### src/rtl/jvm_byte_fetch_if.sv
// Bus bundle between the bytecode fetch stage, the input RAM and the translator.
// The slave modport is the fetch stage; the master modport is its environment.
interface jvm_byte_fetch_if #(
    parameter int ADDR_W = 16
);
    logic              start;
    logic [ADDR_W-1:0] start_addr;
    logic [ADDR_W-1:0] byte_count;
    logic              flush;
    logic              iram_re;
    logic [ADDR_W-1:0] iram_addr;
    logic [7:0]        iram_rdata;
    logic [7:0]        byte_out;
    logic [ADDR_W-1:0] byte_pc;
    logic              byte_valid;
    logic              byte_ready;
    logic              busy;
    logic              done;

    modport slave (
        input  start, start_addr, byte_count, flush, iram_rdata, byte_ready,
        output iram_re, iram_addr, byte_out, byte_pc, byte_valid, busy, done
    );

    modport master (
        output start, start_addr, byte_count, flush, iram_rdata, byte_ready,
        input  iram_re, iram_addr, byte_out, byte_pc, byte_valid, busy, done
    );
endinterface

### src/rtl/jvm_byte_fetch.sv
// JVM bytecode fetch stage: streams bytes from the byte-wide input RAM into a
// small prefetch FIFO and presents them, with their addresses, on a
// valid/ready handshake. All outputs are registered.
module jvm_byte_fetch #(
    parameter int ADDR_W = 16,
    parameter int DEPTH  = 4
) (
    input  logic              clk,
    input  logic              reset,
    jvm_byte_fetch_if.slave   bus
);
    localparam int PW = $clog2(DEPTH);
    localparam int CW = PW + 1;

    typedef enum logic [1:0] {S_IDLE, S_FETCH, S_DRAIN} state_t;

    state_t            r_state;
    logic [ADDR_W-1:0] r_next_addr;
    logic [ADDR_W-1:0] r_remaining;   // reads still to issue
    logic              r_iram_re;
    logic [ADDR_W-1:0] r_iram_addr;
    logic              r_rd_pend;     // read data is on iram_rdata this cycle
    logic [ADDR_W-1:0] r_pend_pc;
    logic [7:0]        r_mem_data [DEPTH];
    logic [ADDR_W-1:0] r_mem_pc   [DEPTH];
    logic [PW-1:0]     r_wr_ptr;
    logic [PW-1:0]     r_rd_ptr;
    logic [CW-1:0]     r_cnt;         // entries held, including the output head
    logic [7:0]        r_byte_out;
    logic [ADDR_W-1:0] r_byte_pc;
    logic              r_byte_valid;
    logic              r_busy;
    logic              r_done;

    logic              w_pop;
    logic              w_push;
    logic [CW-1:0]     w_cnt_pop;
    logic [CW-1:0]     w_cnt_next;
    logic [PW-1:0]     w_rd_ptr_next;
    logic [CW:0]       w_occ;
    logic              w_room;
    logic              w_issue;
    logic              w_last;
    logic              w_flush;
    logic [7:0]        w_head_data;
    logic [ADDR_W-1:0] w_head_pc;

    assign w_pop         = r_byte_valid && bus.byte_ready;
    assign w_push        = r_rd_pend;
    assign w_cnt_pop     = r_cnt - CW'(w_pop);
    assign w_cnt_next    = w_cnt_pop + CW'(w_push);
    assign w_rd_ptr_next = r_rd_ptr + PW'(w_pop);
    // Space check counts the read already strobed this cycle, which lands next edge.
    assign w_occ         = {1'b0, w_cnt_next} + (CW+1)'(r_iram_re);
    assign w_room        = w_occ < (CW+1)'(DEPTH);
    assign w_issue       = (r_state == S_FETCH) && (r_remaining != '0) && w_room;
    assign w_last        = (r_state == S_DRAIN) && w_pop && (w_cnt_next == '0) && !r_iram_re;
    assign w_flush       = (r_state != S_IDLE) && bus.flush;

    // Next head: bypass the returning byte when the FIFO would otherwise be empty.
    always_comb begin
        w_head_data = r_mem_data[w_rd_ptr_next];
        w_head_pc   = r_mem_pc[w_rd_ptr_next];
        if (w_push && (w_cnt_pop == '0)) begin
            w_head_data = bus.iram_rdata;
            w_head_pc   = r_pend_pc;
        end
    end

    // FIFO storage; write pointer and count are kept with the control state.
    always_ff @(posedge clk) begin
        if (w_push) begin
            r_mem_data[r_wr_ptr] <= bus.iram_rdata;
            r_mem_pc[r_wr_ptr]   <= r_pend_pc;
        end
    end

    // Control FSM, read issue, FIFO pointers and registered outputs.
    always_ff @(posedge clk or negedge reset) begin
        if (!reset) begin
            r_state      <= S_IDLE;
            r_next_addr  <= '0;
            r_remaining  <= '0;
            r_iram_re    <= 1'b0;
            r_iram_addr  <= '0;
            r_rd_pend    <= 1'b0;
            r_pend_pc    <= '0;
            r_wr_ptr     <= '0;
            r_rd_ptr     <= '0;
            r_cnt        <= '0;
            r_byte_out   <= '0;
            r_byte_pc    <= '0;
            r_byte_valid <= 1'b0;
            r_busy       <= 1'b0;
            r_done       <= 1'b0;
        end else begin
            r_done <= 1'b0;
            if (w_flush) begin
                // Abort: drop FIFO contents and the pending return, no done pulse.
                r_state      <= S_IDLE;
                r_remaining  <= '0;
                r_iram_re    <= 1'b0;
                r_rd_pend    <= 1'b0;
                r_wr_ptr     <= '0;
                r_rd_ptr     <= '0;
                r_cnt        <= '0;
                r_byte_valid <= 1'b0;
                r_busy       <= 1'b0;
            end else begin
                r_rd_pend    <= r_iram_re;
                r_pend_pc    <= r_iram_addr;
                r_iram_re    <= 1'b0;
                r_rd_ptr     <= w_rd_ptr_next;
                r_cnt        <= w_cnt_next;
                r_byte_valid <= (w_cnt_next != '0);
                if (w_push)
                    r_wr_ptr <= r_wr_ptr + PW'(1);
                if (w_cnt_next != '0) begin
                    r_byte_out <= w_head_data;
                    r_byte_pc  <= w_head_pc;
                end
                case (r_state)
                    S_IDLE: begin
                        if (bus.start && !bus.flush) begin
                            if (bus.byte_count == '0) begin
                                r_done <= 1'b1;
                            end else begin
                                // First read goes out on the accepting edge.
                                r_iram_re   <= 1'b1;
                                r_iram_addr <= bus.start_addr;
                                r_next_addr <= bus.start_addr + ADDR_W'(1);
                                r_remaining <= bus.byte_count - ADDR_W'(1);
                                r_state     <= (bus.byte_count == ADDR_W'(1)) ? S_DRAIN : S_FETCH;
                                r_busy      <= 1'b1;
                            end
                        end
                    end
                    S_FETCH: begin
                        if (w_issue) begin
                            r_iram_re   <= 1'b1;
                            r_iram_addr <= r_next_addr;
                            r_next_addr <= r_next_addr + ADDR_W'(1);
                            r_remaining <= r_remaining - ADDR_W'(1);
                            if (r_remaining == ADDR_W'(1))
                                r_state <= S_DRAIN;
                        end
                    end
                    S_DRAIN: begin
                        if (w_last) begin
                            r_state <= S_IDLE;
                            r_busy  <= 1'b0;
                            r_done  <= 1'b1;
                        end
                    end
                    default: r_state <= S_IDLE;
                endcase
            end
        end
    end

    assign bus.iram_re    = r_iram_re;
    assign bus.iram_addr  = r_iram_addr;
    assign bus.byte_out   = r_byte_out;
    assign bus.byte_pc    = r_byte_pc;
    assign bus.byte_valid = r_byte_valid;
    assign bus.busy       = r_busy;
    assign bus.done       = r_done;
endmodule

### src/flat_wrapper.sv
// flat-port wrapper written by rule: the top's interface ports become plain ports
module jvm_byte_fetch_flat 
#(
    parameter int ADDR_W = 16,
    parameter int DEPTH  = 4
)
  (clk, reset, bus_start, bus_start_addr, bus_byte_count, bus_flush, bus_iram_rdata, bus_byte_ready, bus_iram_re, bus_iram_addr, bus_byte_out, bus_byte_pc, bus_byte_valid, bus_busy, bus_done);
  jvm_byte_fetch_if #(.ADDR_W(ADDR_W)) bus_i ();
  input  logic clk;
  input  logic reset;
  input wire logic [$bits(bus_i.start)-1:0] bus_start;
  input wire logic [$bits(bus_i.start_addr)-1:0] bus_start_addr;
  input wire logic [$bits(bus_i.byte_count)-1:0] bus_byte_count;
  input wire logic [$bits(bus_i.flush)-1:0] bus_flush;
  input wire logic [$bits(bus_i.iram_rdata)-1:0] bus_iram_rdata;
  input wire logic [$bits(bus_i.byte_ready)-1:0] bus_byte_ready;
  output wire logic [$bits(bus_i.iram_re)-1:0] bus_iram_re;
  output wire logic [$bits(bus_i.iram_addr)-1:0] bus_iram_addr;
  output wire logic [$bits(bus_i.byte_out)-1:0] bus_byte_out;
  output wire logic [$bits(bus_i.byte_pc)-1:0] bus_byte_pc;
  output wire logic [$bits(bus_i.byte_valid)-1:0] bus_byte_valid;
  output wire logic [$bits(bus_i.busy)-1:0] bus_busy;
  output wire logic [$bits(bus_i.done)-1:0] bus_done;
  assign bus_i.start = bus_start;
  assign bus_i.start_addr = bus_start_addr;
  assign bus_i.byte_count = bus_byte_count;
  assign bus_i.flush = bus_flush;
  assign bus_i.iram_rdata = bus_iram_rdata;
  assign bus_i.byte_ready = bus_byte_ready;
  assign bus_iram_re = bus_i.iram_re;
  assign bus_iram_addr = bus_i.iram_addr;
  assign bus_byte_out = bus_i.byte_out;
  assign bus_byte_pc = bus_i.byte_pc;
  assign bus_byte_valid = bus_i.byte_valid;
  assign bus_busy = bus_i.busy;
  assign bus_done = bus_i.done;
  jvm_byte_fetch #(.ADDR_W(ADDR_W), .DEPTH(DEPTH)) u_core (.clk(clk), .reset(reset), .bus(bus_i));
endmodule
### config.mk
export PLATFORM = sky130hd
export DESIGN_NAME = jvm_byte_fetch_flat
export DESIGN_NICKNAME = d
export VERILOG_FILES = /design/src/rtl/jvm_byte_fetch_if.sv /design/src/rtl/jvm_byte_fetch.sv /design/src/flat_wrapper.sv
export SDC_FILE = /design/constraint.sdc
export NUM_CORES = 1
export LEC_CHECK = 0
export CORE_MARGIN = 4
export CORE_UTILIZATION = 62
export DETAILED_ROUTE_END_ITERATION = 7
export PLACE_DENSITY = 0.86
export SETUP_SLACK_MARGIN = 0.02
export SLEW_MARGIN = 20
export SYNTH_ARGS = -nofsm -noshare
export SYNTH_HDL_FRONTEND = slang
export SYNTH_SLANG_ARGS = --single-unit
export TNS_END_PERCENT = 5
### constraint.sdc
create_clock -name clk -period 8.8 [get_ports clk]
set_clock_uncertainty 0.2 [all_clocks]
set_input_delay 1.76 -clock clk [delete_from_list [all_inputs] [get_ports clk]]
set_output_delay 1.76 -clock clk [all_outputs]
set_load 0.02 [all_outputs]
Word level (Yosys, flattened, before mapping)
Memories as Yosys holds them, arrays and structs flattened.
Index checks and enable logic that the tools add are counted.
{"block": "word_totals", "latch_bits": 0, "n_memories": 2, "mem_bits_ro": 0, "regBits": 102, "ram_bits": 96, "output_inout_bits": 44}
{"block": "op_classes", "mul": 0, "div": 0, "n_lt_le_gt_ge": 1, "eq_ne": 12, "shifts": 0, "n_reduce_logical": 27, "n_mux": 46, "n_bitwise": 1, "n_addsub": 9}
{"name": "u_core.r_mem_pc", "depth": 4, "width": 16, "read_ports": 1, "rd_clocked_by_memory_dff": 0, "wr": 1, "line": "jvm_byte_fetch.sv:25", "text": "logic [ADDR_W-1:0] r_mem_pc [DEPTH];"}
{"name": "u_core.r_mem_data", "depth": 4, "width": 8, "read_ports": 1, "rd_clocked_by_memory_dff": 0, "wr": 1, "line": "jvm_byte_fetch.sv:24", "text": "logic [7:0] r_mem_data [DEPTH];"}
{"op": "2-to-1 mux 16 bit", "count": 11}
{"op": "one-hot mux 16 bit (2 select lines)", "count": 3}
{"op": "adder 16 x 1 -> 16 bit (second input constant)", "count": 2}
{"op": "== test 16 x 1 -> 1 bit (second input constant)", "count": 2}
{"op": "subtractor 16 x 1 -> 16 bit (second input constant)", "count": 2}
{"op": "2-to-1 mux 2 bit", "count": 10}
{"op": "logical NOT 16 bit", "count": 1}
{"op": "2-to-1 mux 1 bit", "count": 16}
{"op": "nonzero test 16 bit", "count": 1}
{"op": "AND reduction 5 bit", "count": 2}
{"op": "logical AND 1 bit", "count": 9}
{"op": "!= test 3 x 1 -> 1 bit (second input constant)", "count": 3}
{"op": "nonzero test 3 bit", "count": 3}
{"op": "2-to-1 mux 8 bit", "count": 1}
{"op": "AND reduction 4 bit", "count": 2}
{"op": "logical NOT 3 bit", "count": 2}
{"op": "!= test 3 x 2 -> 1 bit (second input constant)", "count": 2}
{"op": "one-hot mux 1 bit (2 select lines)", "count": 3}
{"op": "one-hot mux 2 bit (3 select lines)", "count": 1}
{"op": "nonzero test 2 bit", "count": 3}
{"op": "adder 3 x 1 -> 4 bit", "count": 1}
{"op": "< comparator 4 x 3 -> 1 bit (second input constant)", "count": 1}
{"op": "!= test 2 x 1 -> 1 bit (second input constant)", "count": 2}
{"op": "adder 3 x 1 -> 3 bit", "count": 1}
{"op": "11 further kinds", "count": 12}

Logic depth before layout (Yosys ltp)
{"block": "depth", "ltp_word": 9, "ltp_mapped": 13, "depth_no_buf": 12}

Worst setup path before layout
OpenSTA, ideal clock, no wires.
{"block": "synth_path", "kind": "in2reg", "start": "input port bus_byte_ready", "end": "register u_core.r_next_addr[4]", "stages": 13, "t_arrival_ns": 3.863, "n_path_buf": 1, "setup_ns": 0.094, "path_slack_ns": 4.643, "path_cell_list": "nand2_1 > nor2_1 > ha_1 > inv_1 > ha_1 > xor3_1 > a31o_2 > nor3_4 > nor2_8 > inv_4 > buf_2 > o21ai_0 > a221oi_2"}
{"block": "synth_via", "elab_chain_cells": 8}
{"element": "from (decl)", "line": "flat_wrapper.sv:16", "text": "input wire logic [$bits(bus_i.byte_ready)-1:0] bus_byte_ready;"}
{"element": "logical AND 1 bit", "line": "jvm_byte_fetch.sv:48", "text": "assign w_pop = r_byte_valid && bus.byte_ready;"}
{"element": "subtractor 3 x 1 -> 3 bit", "line": "jvm_byte_fetch.sv:50", "text": "assign w_cnt_pop = r_cnt - CW'(w_pop);"}
{"element": "adder 3 x 1 -> 3 bit", "line": "jvm_byte_fetch.sv:51", "text": "assign w_cnt_next = w_cnt_pop + CW'(w_push);"}
{"element": "adder 3 x 1 -> 4 bit", "line": "jvm_byte_fetch.sv:54", "text": "assign w_occ = {1'b0, w_cnt_next} + (CW+1)'(r_iram_re);"}
{"element": "< comparator 4 x 3 -> 1 bit", "line": "jvm_byte_fetch.sv:55", "text": "assign w_room = w_occ < (CW+1)'(DEPTH);"}
{"element": "logical AND 1 bit", "line": "jvm_byte_fetch.sv:56", "text": "assign w_issue = (r_state == S_FETCH) && (r_remaining != '0) && w_room;"}
{"element": "!= test 2 x 1 -> 1 bit (no source line)"}
{"element": "AND reduction 5 bit (no source line)"}
{"element": "to (signal assigned)", "line": "jvm_byte_fetch.sv:131", "text": "r_next_addr <= bus.start_addr + ADDR_W'(1);"}
{"element": "to (signal assigned)", "line": "jvm_byte_fetch.sv:142", "text": "r_next_addr <= r_next_addr + ADDR_W'(1);"}
{"element": "to (decl)", "line": "jvm_byte_fetch.sv:18", "text": "logic [ADDR_W-1:0] r_next_addr;"}
Every way passes these cells.
A chain may end at the register's enable or synchronous reset.

Final worst setup path
{"block": "layout_path", "start": "input port bus_byte_ready", "end": "register u_core.r_next_addr[3]"}
Same word-level chain as after synthesis.

==> metrics <==
Primary FF master, synth=dfrtp_1; post-synth net total=824; CP Class=input port to flop; Design Power=about 3.5 mW; Max-cap violations=0; post-synthesis register bit count=a little under 200; Worst-Skew Late Latency=0.43 ns; Std-Cell Rows=44; largest net degree at the start of global routing=60; cts bufs inserted=17; Routed WL=roughly 21000 um; # placed instances=1011; DRC Markers=0; CP Data Required Time=8.92 ns; Ys Warns=0; Hold Crit Start=u_core.r_next_addr[14]; commonest cells after routing, fill and taps aside=dfrtp_1, nand2_1, edfxtp_1; maximum VDD drop=0.163 mV; Max Clock Freq=205 MHz; Mapped Area=9200 um^2; final hold viol count=0; Root Buffer=clkbuf_16; Setup Buffers After CTS=0; I/O Pins=89; Die Wd=130 um; DR WL/cell=20.4 um; status=complete, no violations; most common cell after layout, fill and taps aside=dfrtp_1; final std cells w/o fill=around 1000; diodes inserted=0; Final Cycle Share=0.556; CTS Sinks=approximately 200; Via Count=6593; Reg clk slew, reported paths=0.07 ns; die footprint=16800 um^2; setup tns final=0 ns; worst hold path class=flop to flop; crit path max fanout=54; grt ovf=0; dpl hpwl=~14000 um; Post-synth ARST share=0.515; register area share after synthesis=0.591; post-route antenna net violation count=0; via/cell ratio=roughly 6.3; Post-synth EDFFs=96; hold_buf cts=0; Startpoint Class=input port; CTS tree=built; Final Max Slew Viols=0; unrepaired setup endpoints after global routing=false; port bufs=88; Data arrival, critical path=roughly 5 ns; first-pass GRT wire length=between 30000 and 40000 um; fraction of layout cells with a size suffix above 1=0.101; Slew @ Worst Pin=0.930 ns; CTS resizes=0; CORE AREA=14500 um^2; endpoints failing setup=0; Pleak=4.18 nW; Netlist cell types=71; multi-input logic area=3540 um^2; initial antenna violation count=0; Starting Density=0.633; register area=~5400 um^2; RR Startpoint=u_core.r_remaining[0]; first-pass iteration count of the detailed router=6; H-tree levels=4; routability cong.=between 0.9 and 1; area delta synth->final=17.8%; CP Capture Type=flop; fill count=947; Die Height=between 100 and 150 um; clock buffer depth=2; Synth Instances=764; minimum clock period=4.89 ns; power per cell area=327 nW/um^2; Critical Path Start=bus_byte_ready; Rel. slew slack=0.379; gr usage total=0.266; syn avg cell area=12.0 um^2; nets@finish=906; vias in the first global route=6527; initial DRC count=596
## final timing paths
| path | depth (start not counted) | end | slack [ns] |
|---|---|---|---|
| max in group asynchronous | 2 | u_core.bus.byte_pc[14] | 6.07 |
| setup / recovery | 12 | u_core.r_next_addr[3] | 3.91 |
| hold reg to reg | 2 | u_core.r_next_addr[14] | 0.30 |
| hold / removal | 2 | u_core.r_next_addr[14] | 0.30 |
| min in group asynchronous | 1 | u_core.r_next_addr[4] | 1.12 |
| setup reg to reg | 9 | u_core.r_next_addr[8] | 5.28 |
## layout make-up
cell class              count  area share
flip-flops and latches    198       0.502
clock inverters            15      0.0134
inverters                  24     0.00855
multi-input cells         505       0.327
clock buffers              17      0.0393
well taps                 184      0.0212
repair buffers            100      0.0894
## cells in the mapped netlist (3+ instances only)
cell      count  share of area
ha_1         15          0.020
inv_1        23         0.0094
nor2b_1       3         0.0020
or3_1         9         0.0061
dfrtp_1     102           0.28
xor2_1       12          0.011
nand2_1      97          0.040
nand4_1       5         0.0034
xnor2_1       5         0.0048
o21ai_0      55          0.030
a221oi_1      3         0.0029
mux4_2       24          0.059
a21oi_1      47          0.026
buf_2         6         0.0033
buf_1         4         0.0016
a211o_1       3         0.0029
or4_1         4         0.0033
nor2_1       65          0.027
nor4_1        6         0.0041
mux2i_1      37          0.040
and2_1       13         0.0088
a31oi_1       5         0.0034
nand3_1      10         0.0054
nor3_1       15         0.0082
o31a_1        3         0.0029
edfxtp_1     96           0.31
o22ai_1       4         0.0027
o21a_1        4         0.0033
and3_1        3         0.0020
o211a_1       3         0.0033
o31ai_1       3         0.0024
clkbuf_1     26          0.011
nand2b_1      5         0.0034
## report_power, final
part           switching, mW  internal (mW)
Combinational          0.710          0.595
Clock                  0.354          0.395
Sequential             0.219           1.27
## worst max-delay path: stages
cell and delay [ns]:
clkdlybuf4s50_1 0.46, nand2_1 0.15, xnor2_1 0.30, ha_1 0.22, ha_1 0.16, xor3_1 0.25, a31o_2 0.27, nor3_4 0.48
nor2_8 0.22, inv_4 0.24, o21ai_0 0.12, a222oi_1 0.35
## flip-flops by register name, indices dropped and copies added (netlist names)
signal and flops:
u_core.bus.byte_out 8, u_core.bus.byte_pc 16, u_core.bus.byte_valid 1, u_core.bus.done 1
u_core.r_rd_pend 1, u_core.r_remaining 16, u_core.r_mem_data 32, u_core.r_next_addr 16
u_core.r_pend_pc 16, u_core.bus.iram_addr 16, u_core.r_state 2, u_core.bus.busy 1
u_core.r_rd_ptr 2, u_core.r_wr_ptr 2, u_core.r_cnt 3, u_core.r_mem_pc 64
u_core.bus.iram_re 1
## cells by family (layout without fill, tap and decap cells)
kind of cell,count (synthesis),count (layout),synth area share
DFF,198,198,0.591
muxes,63,63,0.101
AOI/OAI and AO/OA,156,156,0.107
adders and majority gates,15,15,0.0204
xor gates and xnor gates,18,18,0.0188
and+or+nand+nor,253,253,0.135
buffers and inverters,61,156,0.0268
## stage by stage
| step | worst slack, ns | hold WS, ns | utilization | area, um^2 |
|---|---|---|---|---|
| floorplan | 4.64 | 0.250 | - | 9200 |
| global placement | 3.63 | 0.265 | 0.706 | 10300 |
| detailed placement | 3.52 | 0.283 | 0.706 | 10300 |
| CTS | 3.97 | 0.300 | 0.746 | 10800 |
| global route | 3.58 | 0.334 | 0.746 | 10800 |
| finish | 3.91 | 0.298 | 0.746 | 10800 |
## layer usage
metal,routed length (um),GRT usage
met1,8370,0.346
met5,0,0
met2,11100,0.457
met3,1360,0.0409
met4,477,0.0947
Power figures use the tool's default switching activity.
